**config.mk**
```make
export PLATFORM = sky130hd
export DESIGN_NAME = spi_tx_flat
export DESIGN_NICKNAME = d
export VERILOG_FILES = /design/src/rtl/spi_tx_if.sv /design/src/rtl/spi_tx.sv /design/src/flat_wrapper.sv
export SDC_FILE = /design/constraint.sdc
export NUM_CORES = 1
export LEC_CHECK = 0
export CELL_PAD_IN_SITES_DETAIL_PLACEMENT = 1
export CELL_PAD_IN_SITES_GLOBAL_PLACEMENT = 2
export CORE_MARGIN = 2
export CORE_UTILIZATION = 29
export CTS_CLUSTER_DIAMETER = 40
export DETAILED_ROUTE_END_ITERATION = 10
export GPL_TIMING_DRIVEN = 0
export PLACE_DENSITY_LB_ADDON = 0.05
export SYNTH_ARGS = -nofsm -noshare
export SYNTH_HDL_FRONTEND = slang
export SYNTH_SLANG_ARGS = --single-unit
```
**constraint.sdc**
```tcl
create_clock -name clk -period 1.7 [get_ports clk]
set_input_delay 0.17 -clock clk [delete_from_list [all_inputs] [get_ports clk]]
set_output_delay 0.17 -clock clk [all_outputs]
set_load 0.03 [all_outputs]
```
**src/rtl/spi_tx_if.sv**
```systemverilog
// spi_tx_if: parallel word handshake, SPI pins and status of spi_tx.
// When SPI_TX_RX_CAPTURE_EN is defined the interface also carries sdi/rx_data.
interface spi_tx_if #(
  parameter int unsigned WIDTH = 8
);
  logic [WIDTH-1:0] tx_data;
  logic             tx_valid;
  logic             tx_ready;
  logic             sck;
  logic             sdo;
  logic             ce;
  logic             busy;
  logic             done;
`ifdef SPI_TX_RX_CAPTURE_EN
  logic             sdi;
  logic [WIDTH-1:0] rx_data;

  modport master (
    output tx_data, tx_valid, sdi,
    input  tx_ready, sck, sdo, ce, busy, done, rx_data
  );

  modport slave (
    input  tx_data, tx_valid, sdi,
    output tx_ready, sck, sdo, ce, busy, done, rx_data
  );
`else
  modport master (
    output tx_data, tx_valid,
    input  tx_ready, sck, sdo, ce, busy, done
  );

  modport slave (
    input  tx_data, tx_valid,
    output tx_ready, sck, sdo, ce, busy, done
  );
`endif
endinterface

```
**src/rtl/spi_tx.sv**
```systemverilog
// spi_tx: SPI mode-0 controller-side transmitter. Accepts a WIDTH-bit word on
// a valid/ready handshake and shifts it out MSB-first framed by active-high ce.
// sck half-period is CLK_DIV clk cycles; ce stays low for CE_GAP cycles after
// each word before the block returns to idle.
// Optional build macro SPI_TX_RX_CAPTURE_EN adds sdi sampling into rx_data.
module spi_tx #(
  parameter int unsigned WIDTH   = 8,
  parameter int unsigned CLK_DIV = 4,
  parameter int unsigned CE_GAP  = 2
) (
  input  logic    clk,
  input  logic    reset,
  spi_tx_if.slave bus
);

  localparam int unsigned BW = (WIDTH > 1) ? $clog2(WIDTH) : 1;
  localparam int unsigned DW = (CLK_DIV > 0) ? $clog2(CLK_DIV + 1) : 1;
  localparam int unsigned GW = (CE_GAP > 0) ? $clog2(CE_GAP + 1) : 1;

  localparam logic [BW-1:0] BIT_LOAD = BW'(WIDTH - 1);
  localparam logic [DW-1:0] DIV_LOAD = DW'(CLK_DIV - 1);
  localparam logic [GW-1:0] GAP_LOAD = GW'(CE_GAP - 1);

  typedef enum logic [2:0] {
    IDLE,
    SETUP,
    HIGH,
    LOW,
    GAP
  } state_t;

  state_t           state_q, state_d;
  logic [WIDTH-1:0] shift_q, shift_d;
  logic [BW-1:0]    bit_q,   bit_d;
  logic [DW-1:0]    div_q,   div_d;
  logic [GW-1:0]    gap_q,   gap_d;
  logic             sck_q,   sck_d;
  logic             sdo_q,   sdo_d;
  logic             ce_q,    ce_d;
  logic             busy_q,  busy_d;
  logic             done_q,  done_d;
  logic             ready_q, ready_d;
`ifdef SPI_TX_RX_CAPTURE_EN
  logic [WIDTH-1:0] rxs_q,   rxs_d;
  logic [WIDTH-1:0] rx_q,    rx_d;
`endif

  // Next-state and next-output logic; every output is registered, so each
  // output value is decided here on the transition into the phase it belongs to.
  always_comb begin
    state_d = state_q;
    shift_d = shift_q;
    bit_d   = bit_q;
    div_d   = div_q;
    gap_d   = gap_q;
    sck_d   = sck_q;
    sdo_d   = sdo_q;
    ce_d    = ce_q;
    busy_d  = busy_q;
    done_d  = 1'b0;
    ready_d = ready_q;
`ifdef SPI_TX_RX_CAPTURE_EN
    rxs_d   = rxs_q;
    rx_d    = rx_q;
`endif
    unique case (state_q)
      IDLE: begin
        ready_d = 1'b1;
        busy_d  = 1'b0;
        if (bus.tx_valid && ready_q) begin
          state_d = SETUP;
          shift_d = bus.tx_data;
          bit_d   = BIT_LOAD;
          div_d   = DIV_LOAD;
          ce_d    = 1'b1;
          sck_d   = 1'b0;
          sdo_d   = bus.tx_data[WIDTH-1];
          busy_d  = 1'b1;
          ready_d = 1'b0;
        end
      end
      SETUP: begin
        if (div_q == '0) begin
          state_d = HIGH;
          div_d   = DIV_LOAD;
          sck_d   = 1'b1;
        end else begin
          div_d = div_q - DW'(1);
        end
      end
      HIGH: begin
        if (div_q == '0) begin
          state_d = LOW;
          div_d   = DIV_LOAD;
          sck_d   = 1'b0;
`ifdef SPI_TX_RX_CAPTURE_EN
          rxs_d   = {rxs_q[WIDTH-2:0], bus.sdi};
`endif
          // sdo moves to the next bit together with the falling sck edge,
          // giving the receiver a full LOW phase of setup before its next rise.
          if (bit_q != '0) begin
            shift_d = shift_q << 1;
            sdo_d   = shift_q[WIDTH-2];
          end
        end else begin
          div_d = div_q - DW'(1);
        end
      end
      LOW: begin
        if (div_q == '0) begin
          if (bit_q == '0) begin
            state_d = GAP;
            gap_d   = GAP_LOAD;
            ce_d    = 1'b0;
            sdo_d   = 1'b0;
            done_d  = 1'b1;
`ifdef SPI_TX_RX_CAPTURE_EN
            rx_d    = rxs_q;
`endif
          end else begin
            state_d = HIGH;
            bit_d   = bit_q - BW'(1);
            div_d   = DIV_LOAD;
            sck_d   = 1'b1;
          end
        end else begin
          div_d = div_q - DW'(1);
        end
      end
      GAP: begin
        if (gap_q == '0) begin
          state_d = IDLE;
          busy_d  = 1'b0;
          ready_d = 1'b1;
        end else begin
          gap_d = gap_q - GW'(1);
        end
      end
      default: begin
        state_d = IDLE;
      end
    endcase
  end

  // State, counters and registered outputs; reset drops any word in flight.
  always_ff @(posedge clk) begin
    if (reset) begin
      state_q <= IDLE;
      shift_q <= '0;
      bit_q   <= '0;
      div_q   <= '0;
      gap_q   <= '0;
      sck_q   <= 1'b0;
      sdo_q   <= 1'b0;
      ce_q    <= 1'b0;
      busy_q  <= 1'b0;
      done_q  <= 1'b0;
      ready_q <= 1'b0;
`ifdef SPI_TX_RX_CAPTURE_EN
      rxs_q   <= '0;
      rx_q    <= '0;
`endif
    end else begin
      state_q <= state_d;
      shift_q <= shift_d;
      bit_q   <= bit_d;
      div_q   <= div_d;
      gap_q   <= gap_d;
      sck_q   <= sck_d;
      sdo_q   <= sdo_d;
      ce_q    <= ce_d;
      busy_q  <= busy_d;
      done_q  <= done_d;
      ready_q <= ready_d;
`ifdef SPI_TX_RX_CAPTURE_EN
      rxs_q   <= rxs_d;
      rx_q    <= rx_d;
`endif
    end
  end

  assign bus.sck      = sck_q;
  assign bus.sdo      = sdo_q;
  assign bus.ce       = ce_q;
  assign bus.busy     = busy_q;
  assign bus.done     = done_q;
  assign bus.tx_ready = ready_q;
`ifdef SPI_TX_RX_CAPTURE_EN
  assign bus.rx_data  = rx_q;
`endif

endmodule
```
**src/flat_wrapper.sv**
```systemverilog
// flat-port wrapper written by rule: the top's interface ports become plain ports
module spi_tx_flat 
#(
  parameter int unsigned WIDTH   = 8,
  parameter int unsigned CLK_DIV = 4,
  parameter int unsigned CE_GAP  = 2
)
  (clk, reset, bus_tx_data, bus_tx_valid, bus_tx_ready, bus_sck, bus_sdo, bus_ce, bus_busy, bus_done);
  spi_tx_if #(.WIDTH(WIDTH)) bus_i ();
  input  logic clk;
  input  logic reset;
  input wire logic [$bits(bus_i.tx_data)-1:0] bus_tx_data;
  input wire logic [$bits(bus_i.tx_valid)-1:0] bus_tx_valid;
  output wire logic [$bits(bus_i.tx_ready)-1:0] bus_tx_ready;
  output wire logic [$bits(bus_i.sck)-1:0] bus_sck;
  output wire logic [$bits(bus_i.sdo)-1:0] bus_sdo;
  output wire logic [$bits(bus_i.ce)-1:0] bus_ce;
  output wire logic [$bits(bus_i.busy)-1:0] bus_busy;
  output wire logic [$bits(bus_i.done)-1:0] bus_done;
  assign bus_i.tx_data = bus_tx_data;
  assign bus_i.tx_valid = bus_tx_valid;
  assign bus_tx_ready = bus_i.tx_ready;
  assign bus_sck = bus_i.sck;
  assign bus_sdo = bus_i.sdo;
  assign bus_ce = bus_i.ce;
  assign bus_busy = bus_i.busy;
  assign bus_done = bus_i.done;
  spi_tx #(.WIDTH(WIDTH), .CLK_DIV(CLK_DIV), .CE_GAP(CE_GAP)) u_core (.clk(clk), .reset(reset), .bus(bus_i));
endmodule
```
# After elaboration in Yosys (flattened, before gate mapping)
# Cells that the tools add are included.
[classes]
n_addsub = 3
eq_ne = 14
mux = 45
bitwise_logic = 2
n_reduce_logical = 24
[op_table]
columns = ["cell", "count"]
rows = [
  ["3-bit 2-to-1 mux", 13],
  ["7-bit 2-to-1 mux", 3],
  ["1-bit 2-to-1 mux", 16],
  ["4-bit AND reduction", 4],
  ["3-bit case mux with 5 select lines", 1],
  ["2-bit by 1-bit inequality test with 1-bit output (second input constant)", 7],
  ["7-bit case mux with 2 select lines", 1],
  ["6-bit AND reduction", 2],
  ["3-bit zero test", 3],
  ["3-bit case mux with 3 select lines", 1],
  ["3-bit nonzero test", 3],
  ["2-bit nonzero test", 4],
  ["3-bit by 2-bit equality test with 1-bit output (second input constant)", 2],
  ["2-bit 2-to-1 mux", 3],
  ["1-bit case mux with 2 select lines", 3],
  ["3-bit case mux with 2 select lines", 1],
  ["3-bit by 1-bit subtractor with 3-bit output (second input constant)", 2],
  ["5-bit AND reduction", 1],
  ["2-bit inequality test (second input constant)", 2],
  ["1-bit case mux with 4 select lines", 1],
  ["2-bit case mux with 2 select lines", 1],
  ["4-bit nonzero test", 1],
  ["3-bit by 1-bit equality test with 1-bit output (second input constant)", 1],
  ["3-bit equality test (second input constant)", 1],
  ["10 further kinds", 11],
]
[word_totals]
ff_bits = 24
input_bits = 11
out_inout_bits = 6
elab_cells = 99

# Depth between registers and ports, before layout
[depth]
depth_word = 4
ltp_mapped = 7
depth_no_buf = 6

# Worst setup path before layout
# No wires, ideal clock.
[synth_path]
kind = "register to register"
start = "register u_core.ready_q, in the netlist u_core.bus.tx_ready"
end = "register u_core.shift_q[1]"
setup_ns = 0.134
arrival_ns = 1.388
required_ns = 1.566
setup_slack_ns = 0.178
stages_incl_launch_ff = 5
path_buffers = 0
period_less_slack_ns = 1.522
cell_sequence = "dfxtp_1 nand2_1 or4_4 nand2_1 a211oi_1"
[synth_between]
elab_chain_len = 3
[synth_rtl]
columns = ["item", "line", "source"]
rows = [
  ["start, declared", "spi_tx.sv:42", "logic ready_q, ready_d;"],
  ["start signal, assigned", "spi_tx.sv:174", "ready_q <= ready_d;"],
  ["1-bit logical AND", "spi_tx.sv:70", "if (bus.tx_valid && ready_q) begin"],
  ["2-bit by 1-bit inequality test with 1-bit output (no source line)", "--", ""],
  ["4-bit AND reduction (no source line)", "--", ""],
  ["end signal, assigned", "spi_tx.sv:165", "shift_q <= shift_d;"],
  ["end, declared", "spi_tx.sv:33", "logic [WIDTH-1:0] shift_q, shift_d;"],
]
# No other way between the ends.
# A chain may end at the register's enable or synchronous reset.

# Worst setup path in the final report
[layout_path]
start = "register u_core.div_q[1]"
end = "register u_core.div_q[2]"
[layout_between]
elab_chain_len = 3
[layout_rtl]
columns = ["item", "line", "source"]
rows = [
  ["start, declared", "spi_tx.sv:35", "logic [DW-1:0] div_q, div_d;"],
  ["start signal, assigned", "spi_tx.sv:167", "div_q <= div_d;"],
  ["3-bit by 1-bit subtractor with 3-bit output / 3-bit zero test (equally long branches)", "--", ""],
  ["3-bit 2-to-1 mux (tied with other cells)", "spi_tx.sv:110", "if (div_q == '0) begin"],
  ["3-bit case mux with 3 select lines / 3-bit AND reduction (equally long branches)", "--", ""],
]
# Several ways; a longest one is shown, not always the timed one.

==> impl_metrics.toml <==
[status]
status = "complete, no violations"

[timing]
fin_skew_ns = 0.00154
tns_ns = 0
post-route-period-util_pct = 95.8
drv_slew = 0
finalHoldViolCount = 0
period_needed_ns = 1.63
report.final.setup_viol = 0
setup_slack_ns = 0.0707
tightest_slew_ns = 0.586
max_freq_ghz = 0.614
slew_headroom_pct = 60.9
timing.hold.ws_ns = 0.294

[worst_setup_path]
cp-start-kind = "register"
worstPathArrival_ns = 1.80
worst-path-max-fanout = 7
required_ns = 1.87
worstSetupEndpointType = "register"
crit_type = "reg -> reg"

[yosys]
yosysWarnings = 0
ys_async_sr_fraction_pct = 0
synth_area_per_cell_sq_um = 9.34
yosysMostFrequentCell = "dfxtp_1"
synth_nets = 149
synthCells = 133
synth_top_cell_by_area = "dfxtp_1"
netlist.area_leader.share_pct = 38.7
synth_cell_types = 38
synth_flop_cell = "dfxtp_1"
seq_area_frac_synth_pct = 38.7
synth_edf_count = 0
synth_seq_cells = 24
synth_area_leaders = "dfxtp_1 39%, a211oi_1 7.3%, mux2i_1 5.6%"
yosys-top-cells-count = "24 x dfxtp_1, 12 x a211oi_1, 11 x nor3_1, 10 x a21oi_1"
synth_area_sq_mm = 0.00124

[place]
hpwl_mm = 2.35
dpl.cell_count = 198
port_buffers = 15
dp_slack_ns = -0.0774
gp_routability_congestion = 0.722

[cells_and_area]
multiInputGateArea_sq_um = 689
ff_latch_area_sq_um = 483
drive_gt1_share_pct = 20.1
fin_nets = 172
fillers = 472
instances_no_fill = 204
diodes = 0
final_util_pct = 38.2
area.growth.synth_to_final_pct = 24.7

[routing]
vias = 1074
dr.pass1.iters = 4
post-route-drc-count = 0
drt-initial-drc-count = 42
ant_nets = 0
wl_mm = 3.22
viasPerCell = 5.26
wire_per_inst_um = 15.8

[floorplan]
die-width_um = 69.5
core_area_sq_mm = 0.00406
io_pins = 17
die_area_sq_mm = 0.00482
num_rows = 23
die_h_um = 69.5
floorplan.initialDensity_pct = 30.6

[worst_hold_path]
min_path_type = "in -> reg"

[cts]
clock_latency_ns = 0.27
htree_levels = 1
cts-root-buf = "clkbuf_8"
cts_buffer_depth = 2
cts-buffers-inserted = 3
clk_pin_slew_ns = 0.09
clkSinkCount = 24
cts_tree = "done"

[grt]
antenna_found_initial = 0
grt_pass1_vias = 1087
overflow = 0
grt_max_degree = 13
grt_usage_pct = 14.1
grt_pass1_wl_mm = 5.51

[power]
p_per_area_mw_per_mm2 = 1590
vdd_ir_drop_max_mv = 0.624
leakage_nw = 0.542

[job]
cap_violations = 0
power by group:
part | internal [mW] | switching, mW
registers | 0.721 | 0.112
clock network | 0.159 | 0.193
logic | 0.600 | 0.683
total | 1.48 | 0.988
layout make-up:
class                           count  area share (%)
Timing Repair Buffer               19            12.4
Buffer                              8            3.47
Clock buffer                        3            2.67
Sequential cell                    24            31.2
Inverter                            7            1.70
Multi-Input combinational cell     93            44.5
Tap cell                           50            4.04
layout by cell type, fill, tap and decap left out, types with 3 or more instances in the layout:
cell,n
clkbuf_1,3
nand2_1,5
nand2b_1,5
clkbuf_8,3
inv_1,5
buf_4,5
nor2_1,7
a21oi_1,9
a211oi_1,12
mux2i_1,7
dfxtp_1,22
nand3_1,3
nor3_1,11
ha_1,3
clkdlybuf4s50_1,15
repair_timing:
action	4_1_cts	5_1_grt
setup endpoints to repair	8	12
pin swaps	1	3
gates resized for setup	0	8
buffers inserted	1	3
hold buffers	0	0
logic make-up (layout without fill, tap and decap cells):
group | after synthesis | in the layout | share of synthesized area, %
adder cells (fa/ha/maj) | 5 | 5 | 5.04
flip-flops | 24 | 24 | 38.7
AND/OR/NAND/NOR | 47 | 47 | 24.5
buffers and inverters | 16 | 37 | 6.75
multiplexers | 8 | 8 | 6.75
AO/OA/AOI/OAI | 33 | 33 | 18.3
worst max-delay path: stages, from the launching register on:
cell and delay (ns):
dfxtp_1 0.32, inv_1 0.09, ha_2 0.18, and2b_2 0.22
nand4_1 0.27, a31o_2 0.29, and3_1 0.16
stage by stage:
step | area (sq um) | power (mW)
after floorplan | 1240 | 1.69
after global placement | 1460 | 1.97
after detailed placement | 1460 | 1.99
after CTS | 1500 | 2.35
after global routing | 1550 | 2.67
final | 1550 | 2.47
path summary, 6_finish.rpt:
check / cells after the start / slack [ns] / from / end
setup reg to reg: 6 / 0.07 / u_core.div_q[1] / u_core.div_q[2]
setup / recovery: 6 / 0.07 / u_core.div_q[1] / u_core.div_q[2]
hold / removal: 2 / 0.29 / reset / u_core.state_q[0]
hold reg to reg: 1 / 0.46 / u_core.bit_q[0] / u_core.bit_q[0]
routing by layer:
layer	share of wire (%)	vias up	global-route usage, %
met3	2.7	5	2.18
met2	50	16	24.3
met1	46	520	18.4
li1	-	533	-
met5	0	-	0
met4	1.4	0	3.92
state kept, by name, summed over array words and instances (netlist names):
name and cells:
u_core.bus.sck 1, u_core.bit_q 3, u_core.state_q 3, u_core.gap_q 2
u_core.bus.busy 1, u_core.shift_q 7, u_core.bus.done 1, u_core.bus.tx_ready 1
u_core.bus.sdo 1, u_core.bus.ce 1, u_core.div_q 3
(Power assumes the default switching activity.)
